### src/rtl/cdb_writeback_arbiter.sv
// Write-back arbiter: one result FIFO per functional-unit source, round-robin
// selection of one head per cycle into a registered register-file write port
// that doubles as the common-data-bus broadcast.
// Optional feature macro: WB_BYPASS_EN (when all FIFOs are empty, the
// highest-priority accepted result skips its FIFO and loads the output directly).
module cdb_writeback_arbiter #(
    parameter int unsigned N_SIZE     = 16,
    parameter int unsigned N_REGISTER = 8,
    parameter int unsigned N_NUMBERS  = $clog2(N_REGISTER),
    parameter int unsigned N_SRC      = 2,
    parameter int unsigned FIFO_DEPTH = 4,
    parameter int unsigned TAG_W      = 3
) (
    input  logic                       clk,
    input  logic                       reset,
    input  logic [N_SRC-1:0]           src_valid,
    output logic [N_SRC-1:0]           src_ready,
    input  logic [N_SRC*N_NUMBERS-1:0] src_rd_num,
    input  logic [N_SRC*N_SIZE-1:0]    src_data,
    input  logic [N_SRC*TAG_W-1:0]     src_tag,
    output logic                       write_flag,
    output logic [N_NUMBERS-1:0]       Rd_write_NUM,
    output logic [N_SIZE-1:0]          writeData,
    output logic                       cdb_valid,
    output logic [TAG_W-1:0]           cdb_tag,
    output logic [N_SIZE-1:0]          cdb_data
);

    localparam int unsigned PTR_W = (FIFO_DEPTH > 1) ? $clog2(FIFO_DEPTH) : 1;
    localparam int unsigned CNT_W = PTR_W + 1;
    localparam int unsigned SRC_W = (N_SRC > 1) ? $clog2(N_SRC) : 1;
    localparam logic [CNT_W-1:0] DEPTH_C  = CNT_W'(FIFO_DEPTH);
    localparam logic [SRC_W-1:0] LAST_SRC = SRC_W'(N_SRC - 1);

    typedef struct packed {
        logic [N_NUMBERS-1:0] rd;
        logic [N_SIZE-1:0]    data;
        logic [TAG_W-1:0]     tag;
    } entry_t;

    entry_t           mem_q    [N_SRC][FIFO_DEPTH];
    entry_t           mem_d    [N_SRC][FIFO_DEPTH];
    logic [PTR_W-1:0] wr_ptr_q [N_SRC];
    logic [PTR_W-1:0] wr_ptr_d [N_SRC];
    logic [PTR_W-1:0] rd_ptr_q [N_SRC];
    logic [PTR_W-1:0] rd_ptr_d [N_SRC];
    logic [CNT_W-1:0] count_q  [N_SRC];
    logic [CNT_W-1:0] count_d  [N_SRC];
    logic [N_SRC-1:0] ready_q, ready_d;
    logic [SRC_W-1:0] rr_ptr_q, rr_ptr_d;
    entry_t           out_q, out_d;
    logic             wr_flag_q, wr_flag_d;

    entry_t           src_in_c [N_SRC];
    logic [N_SRC-1:0] push_c;
    logic [N_SRC-1:0] not_empty_c;
    logic             grant_vld_c;
    logic [SRC_W-1:0] grant_idx_c;
    logic             byp_vld_c;
    logic [SRC_W-1:0] byp_idx_c;

    // Unpack source slices; a transfer happens when valid meets registered ready
    always_comb begin
        for (int unsigned i = 0; i < N_SRC; i++) begin
            src_in_c[i].rd   = src_rd_num[i*N_NUMBERS +: N_NUMBERS];
            src_in_c[i].data = src_data[i*N_SIZE +: N_SIZE];
            src_in_c[i].tag  = src_tag[i*TAG_W +: TAG_W];
            push_c[i]        = src_valid[i] & ready_q[i];
            not_empty_c[i]   = (count_q[i] != '0);
        end
    end

    // Round-robin grant: first non-empty FIFO after the last granted source
    always_comb begin
        logic [SRC_W-1:0] cand;
        cand        = '0;
        grant_vld_c = 1'b0;
        grant_idx_c = '0;
        for (int unsigned k = 1; k <= N_SRC; k++) begin
            cand = SRC_W'((32'(rr_ptr_q) + k) % N_SRC);
            if (!grant_vld_c && not_empty_c[cand]) begin
                grant_vld_c = 1'b1;
                grant_idx_c = cand;
            end
        end
    end

`ifdef WB_BYPASS_EN
    // Bypass pick: with every FIFO empty, the priority-order accepted source goes straight out
    always_comb begin
        logic [SRC_W-1:0] cand;
        cand      = '0;
        byp_vld_c = 1'b0;
        byp_idx_c = '0;
        if (not_empty_c == '0) begin
            for (int unsigned k = 1; k <= N_SRC; k++) begin
                cand = SRC_W'((32'(rr_ptr_q) + k) % N_SRC);
                if (!byp_vld_c && push_c[cand]) begin
                    byp_vld_c = 1'b1;
                    byp_idx_c = cand;
                end
            end
        end
    end
`else
    // Every result travels through its FIFO
    always_comb begin
        byp_vld_c = 1'b0;
        byp_idx_c = '0;
    end
`endif

    // Next state: pop the granted head into the output register, push accepted results
    always_comb begin
        logic pop;
        logic enq;
        mem_d     = mem_q;
        wr_ptr_d  = wr_ptr_q;
        rd_ptr_d  = rd_ptr_q;
        count_d   = count_q;
        ready_d   = ready_q;
        rr_ptr_d  = rr_ptr_q;
        out_d     = out_q;
        wr_flag_d = 1'b0;
        pop       = 1'b0;
        enq       = 1'b0;

        if (grant_vld_c) begin
            out_d     = mem_q[grant_idx_c][rd_ptr_q[grant_idx_c]];
            wr_flag_d = 1'b1;
            rr_ptr_d  = grant_idx_c;
        end
        if (byp_vld_c) begin
            out_d     = src_in_c[byp_idx_c];
            wr_flag_d = 1'b1;
            rr_ptr_d  = byp_idx_c;
        end

        for (int unsigned i = 0; i < N_SRC; i++) begin
            pop = grant_vld_c && (grant_idx_c == SRC_W'(i));
            enq = push_c[i] && !(byp_vld_c && (byp_idx_c == SRC_W'(i)));
            if (pop) begin
                rd_ptr_d[i] = rd_ptr_q[i] + PTR_W'(1);
            end
            if (enq) begin
                mem_d[i][wr_ptr_q[i]] = src_in_c[i];
                wr_ptr_d[i]           = wr_ptr_q[i] + PTR_W'(1);
            end
            count_d[i] = count_q[i] + CNT_W'(enq) - CNT_W'(pop);
            ready_d[i] = (count_d[i] < DEPTH_C);
        end
    end

    // Control and output state with synchronous reset
    always_ff @(posedge clk) begin
        if (reset) begin
            wr_ptr_q  <= '{default: '0};
            rd_ptr_q  <= '{default: '0};
            count_q   <= '{default: '0};
            ready_q   <= '1;
            rr_ptr_q  <= LAST_SRC;
            out_q     <= '0;
            wr_flag_q <= 1'b0;
        end else begin
            wr_ptr_q  <= wr_ptr_d;
            rd_ptr_q  <= rd_ptr_d;
            count_q   <= count_d;
            ready_q   <= ready_d;
            rr_ptr_q  <= rr_ptr_d;
            out_q     <= out_d;
            wr_flag_q <= wr_flag_d;
        end
    end

    // FIFO storage; contents are meaningless while the counts are zero
    always_ff @(posedge clk) begin
        mem_q <= mem_d;
    end

    assign src_ready    = ready_q;
    assign write_flag   = wr_flag_q;
    assign cdb_valid    = wr_flag_q;
    assign Rd_write_NUM = out_q.rd;
    assign writeData    = out_q.data;
    assign cdb_data     = out_q.data;
    assign cdb_tag      = out_q.tag;

endmodule

### config.mk
export PLATFORM = sky130hd
export DESIGN_NAME = cdb_writeback_arbiter
export DESIGN_NICKNAME = d
export VERILOG_FILES = /design/src/rtl/cdb_writeback_arbiter.sv
export SDC_FILE = /design/constraint.sdc
export NUM_CORES = 1
export LEC_CHECK = 0
export CAP_MARGIN = 20
export CORE_MARGIN = 3
export CORE_UTILIZATION = 35
export CTS_CLUSTER_DIAMETER = 100
export DETAILED_ROUTE_END_ITERATION = 12
export GPL_TIMING_DRIVEN = 0
export PLACE_DENSITY_LB_ADDON = 0.05
export SYNTH_ARGS = -nofsm -noshare
export SYNTH_HDL_FRONTEND = slang
export SYNTH_SLANG_ARGS = --single-unit
### constraint.sdc
create_clock -name clk -period 2.75 [get_ports clk]
set_input_delay 0.55 -clock clk [delete_from_list [all_inputs] [get_ports clk]]
set_output_delay 0.55 -clock clk [all_outputs]
set_load 0.02 [all_outputs]
==> impl_metrics.json, run 1 <==
{
  "cts_hold_buf": 0,
  "slew_violations": 0,
  "cp_slowest_stage_delay_ns": 0.39,
  "placed_area_mm2": 0.0102,
  "ys_async_sr_fraction_pct": 0,
  "coreArea_mm2": 0.0244,
  "die_w_um": 164,
  "combPwrFrac_pct": 37.1,
  "synth_edf_count": 176,
  "cts_max_level": 1,
  "synthAdderAreaFrac_pct": 2.18,
  "rows": 57,
  "synth_top_family_by_area": "multiplexers",
  "cp_max_fo": 9,
  "crit_path_end_kind": "flop",
  "path_cells": "or3_1 > buf_6 > a21oi_4 > ha_1 > inv_1 > ha_1 > fa_1 > xnor2_1 > xnor2_1 > and2_1 > inv_1",
  "intPower_uw": 7700,
  "synthSimpleGateAreaFrac_pct": 5.62,
  "cts_tree": "built",
  "maxCapViolations": 0,
  "dieArea_mm2": 0.0269,
  "wl_met1_mm": 10.3,
  "fin_crit_sh_pct": 94.1,
  "seq_area_frac_synth_pct": 69.8,
  "critPathLaunchType": "flop",
  "antenna_found_initial": 0,
  "synth_compound_area_share_pct": 7.75,
  "worst-path-buf-inv": 3,
  "p_leak_uw": 0.00382,
  "switching_share_pct": 33.1,
  "start_util_pct": 35.8,
  "clk_pin_slew_ns": 0.06,
  "hp-class": "input pin to flop",
  "clock_latency_ns": 0.50,
  "vias_per_cell": 4.84,
  "route.detailed.drc": 0,
  "synth_flop_cell": "edfxtp_1",
  "die_y_um": 164,
  "power_switching_uw": 3810,
  "top_layer_used": "met4",
  "synth_cell_types": 38,
  "grt_pass1_wl_mm": 31.0,
  "muxShareOfSynthArea_pct": 10.0,
  "critical-path-top-delay-family": "adder cells",
  "routed_wl_mm": 20.8,
  "cts_max_path_buffers": 3,
  "grt_pass1_vias": 5002,
  "synth_nets": 607,
  "fmax_mhz": 386,
  "area_growth_pct": 25.5,
  "drt_iter0_markers": 335,
  "relSlewSlack_pct": 35.3,
  "drt_first_pass_iters": 4,
  "critical_path_class": "flop to flop",
  "ant_nets": 0,
  "n_antenna_cell": 0,
  "yosysWarnings": 0,
  "rsz0062_at_grt": "false",
  "final_cell_mix": "edfxtp_1, clkdlybuf4s50_1, dfxtp_1",
  "finalHoldViolCount": 0,
  "port-buffer-count": 88,
  "syn_avg_cell_area_um2": 16.0,
  "ys_seq_elements": 216,
  "utilization_pct": 44.9,
  "grt_max_degree": 16,
  "place_hpwl_mm": 14.8,
  "netlist_area_mm2": 0.00872,
  "required_ns": 3.15,
  "numCtsBuffers": 24,
  "globalRouteOverflowTotal": 0,
  "num_vias": 4898,
  "finalCriticalPeriod_ns": 2.59,
  "wl_per_cell_um": 20.5,
  "layout_commonest_cell": "edfxtp_1",
  "status": "completed",
  "design_area_mm2": 0.0109,
  "worstPathArrival_ns": 2.98,
  "drive_gt1_share_pct": 17.4,
  "pwr-share-clk_pct": 25.3,
  "routed-wl-met2_mm": 9.37,
  "p_seq_share_pct": 37.6,
  "io_pins": 90,
  "ir_drop_mv": 0.409,
  "worstMarginPinSlew_ns": 0.970,
  "place_congestion": 0.768,
  "syn_inst": 545,
  "setup-violations-final": 0,
  "met3_wirelength_um": 844,
  "timing.setup.tns_ns": 0,
  "clock_sinks": 216,
  "synth-xor-area-share_pct": 1.00,
  "nets": 733,
  "cp_slowest_cell": "fa_1",
  "powerDensity_mw_per_mm2": 1050,
  "grt.total_usage_pct": 15.6,
  "fin_skew_ns": 0.00814,
  "clockRootBuffer": "clkbuf_16"
}
cell families after synthesis:
group,after synthesis
flip-flops,216
AO/OA/AOI/OAI,92
AND/OR/NAND/NOR,87
multiplexers,66
buffers and inverters,60
adder cells (fa/ha/maj),14
XOR/XNOR,10
sequential cells by signal, indices dropped and copies added (netlist names):
register / count
count_q: 6
rd_ptr_q: 4
wr_ptr_q: 4
cdb_data: 16
cdb_valid: 1
Rd_write_NUM: 3
cdb_tag: 3
src_ready: 2
mem_q: 176
rr_ptr_q: 1
synthesized netlist by cell type, types with 14 or more instances:
library cell	n	share of area, %
nor2b_1	18	1.3
mux2i_1	22	2.5
dfxtp_1	40	9.2
nor2_1	16	0.69
a21oi_1	19	1.1
buf_4	18	1.5
mux4_2	14	3.6
nor3_1	16	0.92
mux2_2	30	3.9
o22ai_1	15	1.1
a211o_1	15	1.5
inv_1	14	0.60
a211oi_1	37	3.2
edfxtp_1	176	61
routing by layer:
layer	track usage, %	vias up
li1	-	2336
met1	23.7	2446
met2	23.7	94
met3	2.30	22
met4	3.42	0
met5	0	-
through the flow:
step / power, uW / hold slack (ns) / instances / worst slack [ns]
2_1_floorplan: 6990 / 0.469 / 545 / 0.364
3_3_place_gp: 8420 / 0.476 / 957 / 0.0279
3_5_place_dp: 8610 / 0.499 / 967 / -0.0687
4_1_cts: 11600 / 0.361 / 1011 / 0.0792
5_1_grt: 12100 / 0.417 / 1013 / 0.0448
6_report: 11500 / 0.386 / 1013 / 0.161
final timing paths:
path         cells past startpoint                        to  slack [ns]                startpoint
max                             11   src_ready[0]$_SDFF_PP1_        0.16     count_q[1]$_SDFF_PP0_
min                              2     count_q[0]$_SDFF_PP0_        0.39                     reset
max reg2reg                     11   src_ready[0]$_SDFF_PP1_        0.16     count_q[1]$_SDFF_PP0_
min reg2reg                      2  wr_ptr_q[1]$_SDFFE_PP0P_        0.51  wr_ptr_q[1]$_SDFFE_PP0P_
final cells by class:
cell class / instances / area [um^2]
buffer: 45 / 262
clock buffer: 32 / 652
clock inverter: 12 / 75.1
fill: 2194 / 13400
inverter: 15 / 58.8
multi-input combinational: 269 / 2320
sequential: 216 / 6090
tap: 324 / 405
timing repair buffer: 100 / 1080
power by group through the flow:
stage / sequential [uW] / combinational (uW) / clock (uW)
floorplan: 4490 / 2500 / 0
global placement: 4380 / 4040 / 0
detailed placement: 4390 / 4210 / 0
CTS: 4330 / 4230 / 3020
global route: 4370 / 4620 / 3150
finish: 4320 / 4270 / 2920
what timing repair did:
action / in CTS / in global routing
hold endpoints to repair: 0 / 0
setup buffers: 0 / 2
resized for setup: 0 / 1
endpoints found under the setup margin: 0 / 3
Note: power is estimated with default switching activity, not from simulation.
==> run 2: changes to the inputs <==
--- a/config.mk
+++ b/config.mk
@@ -5,6 +5,7 @@
 export SDC_FILE = /design/constraint.sdc
 export NUM_CORES = 1
 export LEC_CHECK = 0
+export ABC_CLOCK_PERIOD_IN_PS = 2750
 export CAP_MARGIN = 20
 export CORE_MARGIN = 3
 export CORE_UTILIZATION = 35
@@ -15,3 +16,4 @@
 export SYNTH_ARGS = -nofsm -noshare
 export SYNTH_HDL_FRONTEND = slang
 export SYNTH_SLANG_ARGS = --single-unit
+export TNS_END_PERCENT = 1
==> results of run 2 <==
No change in the layout: final DEF, timing and power equal those of run 1.
==> run 3: changes to the inputs <==
--- a/config.mk
+++ b/config.mk
@@ -13,6 +13,7 @@
 export DETAILED_ROUTE_END_ITERATION = 12
 export GPL_TIMING_DRIVEN = 0
 export PLACE_DENSITY_LB_ADDON = 0.05
+export SLEW_MARGIN = 20
 export SYNTH_ARGS = -nofsm -noshare
 export SYNTH_HDL_FRONTEND = slang
 export SYNTH_SLANG_ARGS = --single-unit
==> impl_metrics.json, run 3 (synthesis gave the netlist of run 1 again) <==
{
  "numCtsBuffers": 24,
  "grt_pass1_vias": 4924,
  "path_cells": "o31ai_4 > nand2_8 > inv_6 > ha_1 > inv_1 > ha_1 > inv_1 > fa_1 > xnor2_2 > xnor2_1 > nand2_1",
  "grt.total_usage_pct": 15.3,
  "worstPathArrival_ns": 3.01,
  "drive_gt1_share_pct": 17.3,
  "hold_end": "count_q[0]$_SDFF_PP0_",
  "met3_usage_pct": 2.57,
  "ant_nets": 0,
  "place_hpwl_mm": 13.9,
  "cts_max_path_buffers": 3,
  "finalCriticalPeriod_ns": 2.65,
  "switching_share_pct": 33.1,
  "grt_max_degree": 23,
  "power_switching_uw": 3800,
  "grt_use_met2_pct": 23.4,
  "cp_max_fo": 8,
  "required_ns": 3.10,
  "grt_use_met1_pct": 23.1,
  "vias_per_cell": 4.85,
  "cp_slowest_cell": "o31ai_4",
  "start_util_pct": 35.8,
  "rows": 57,
  "hp-class": "input pin to flop",
  "post_cts.repair.setup_buffers": 0,
  "num_vias": 4847,
  "regArea_mm2": 0.00609,
  "multiInputGateArea_mm2": 0.00234,
  "utilization_pct": 44.2,
  "p_leak_uw": 0.00373,
  "fin_skew_ns": 0.0113,
  "worst_r2r_path_depth": 11,
  "fmax_mhz": 377,
  "cp_slowest_stage_delay_ns": 0.58,
  "combPwrFrac_pct": 35.9,
  "clk_pin_slew_ns": 0.06,
  "finalHoldViolCount": 0,
  "regToRegEndpoint": "src_ready[1]$_SDFF_PP1_",
  "crit_path_end_kind": "flop",
  "cts_resized": 0,
  "cts_tree": "built",
  "io_pins": 90,
  "port-buffer-count": 88,
  "worstMarginPinSlew_ns": 0.972,
  "antenna_found_initial": 0,
  "total_power_uw": 11500,
  "cts_max_level": 1,
  "n_antenna_cell": 0,
  "largest_register_ffs": 176,
  "drt_iter0_markers": 301,
  "intPower_uw": 7680,
  "critical_path_class": "flop to flop",
  "rsz0062_at_grt": "true",
  "drt_first_pass_iters": 4,
  "wl_per_cell_um": 20.6,
  "die_w_um": 164,
  "clock_sinks": 216,
  "area_growth_pct": 23.7,
  "hold_depth": 2,
  "coreArea_mm2": 0.0244,
  "nets": 721,
  "fill_cells": 2173,
  "clock_latency_ns": 0.51,
  "grt.busiest_layer": "met2",
  "pwr-share-clk_pct": 26.4,
  "route.detailed.drc": 0,
  "powerDensity_mw_per_mm2": 1060,
  "p_seq_share_pct": 37.7,
  "globalRouteOverflowTotal": 0,
  "min_from": "reset",
  "timing.setup.tns_ns": 0,
  "slew_violations": 0,
  "dieArea_mm2": 0.0269,
  "fin_crit_sh_pct": 96.4,
  "layout_commonest_cell": "edfxtp_1",
  "place_congestion": 0.768,
  "maxCapViolations": 0,
  "ir_drop_mv": 0.393,
  "critPathLaunchType": "flop",
  "timing.rr.start": "count_q[4]$_SDFF_PP0_",
  "die_y_um": 164,
  "final_cell_mix": "edfxtp_1, clkdlybuf4s50_1, dfxtp_1",
  "relSlewSlack_pct": 35.2,
  "cts_hold_buf": 0,
  "routed_wl_mm": 20.6,
  "regMostFlops": "mem_q",
  "status": "completed",
  "setup-violations-final": 0,
  "clockRootBuffer": "clkbuf_16",
  "reg2reg_slack_ns": 0.1,
  "grt_pass1_wl_mm": 30.3
}
[run 3: cell count changes in the layout (fill, tap and decap cells not counted), sizes merged]
cell      before  now
buf           45   33
clkinv        11    8
bufinv         1    2
clkinvlp       0    1
[run 3: per-stage QoR]
step / worst slack [ns] / area [um^2] / instances / hold WS [ns]
3_3_place_gp: 0.0279 / 10000 / 957 / 0.476
3_5_place_dp: -0.0554 / 10000 / 957 / 0.491
6_report: 0.0981 / 10800 / 1000 / 0.383
2_1_floorplan: 0.364 / 8720 / 545 / 0.469
5_1_grt: -0.0301 / 10800 / 1000 / 0.392
4_1_cts: 0.0722 / 10800 / 1000 / 0.353
[run 3: worst max path at each step]
stage,from,endpoint,slack (ns),cells past startpoint
floorplan,count_q[1]$_SDFF_PP0_,src_ready[0]$_SDFF_PP1_,0.36,11
global placement,src_valid[1],src_ready[1]$_SDFF_PP1_,0.03,10
detailed placement,src_valid[0],src_ready[0]$_SDFF_PP1_,-0.06,10
CTS,count_q[4]$_SDFF_PP0_,src_ready[1]$_SDFF_PP1_,0.07,11
global route,count_q[4]$_SDFF_PP0_,src_ready[1]$_SDFF_PP1_,-0.03,11
finish,count_q[4]$_SDFF_PP0_,src_ready[1]$_SDFF_PP1_,0.1,11
[run 3: area by class of cell]
class / instances / area share (%)
buffer: 45 / 2.42
tap: 324 / 3.76
multi-input combinational: 269 / 21.7
clock buffer: 32 / 6.04
sequential: 216 / 56.4
timing repair buffer: 88 / 8.17
inverter: 15 / 0.568
clock inverter: 11 / 0.916
[run 3: worst max-delay path: cells and delay by family, from the launching register on]
kind | cells | cell delay [ns]
DFF | 1 | 0.37
xor gates and xnor gates | 2 | 0.29
and+or+nand+nor | 2 | 0.26
adders and majority gates | 3 | 0.76
buffers and inverters | 3 | 0.23
AOI/OAI and AO/OA | 1 | 0.58
[run 3: power by group through the flow]
stage	clock [uW]	combinational, uW	sequential (uW)
after global placement	0	4040	4380
after detailed placement	0	4130	4400
after floorplan	0	2500	4490
after CTS	3130	4140	4330
after global routing	3260	4460	4380
final	3030	4130	4330
[run 3: metal layers]
layer | part of all wire [%] | wire length, um
met1 | 49 | 10100
met2 | 45 | 9210
met3 | 5.2 | 1070
met4 | 1.3 | 274
met5 | 0 | 0
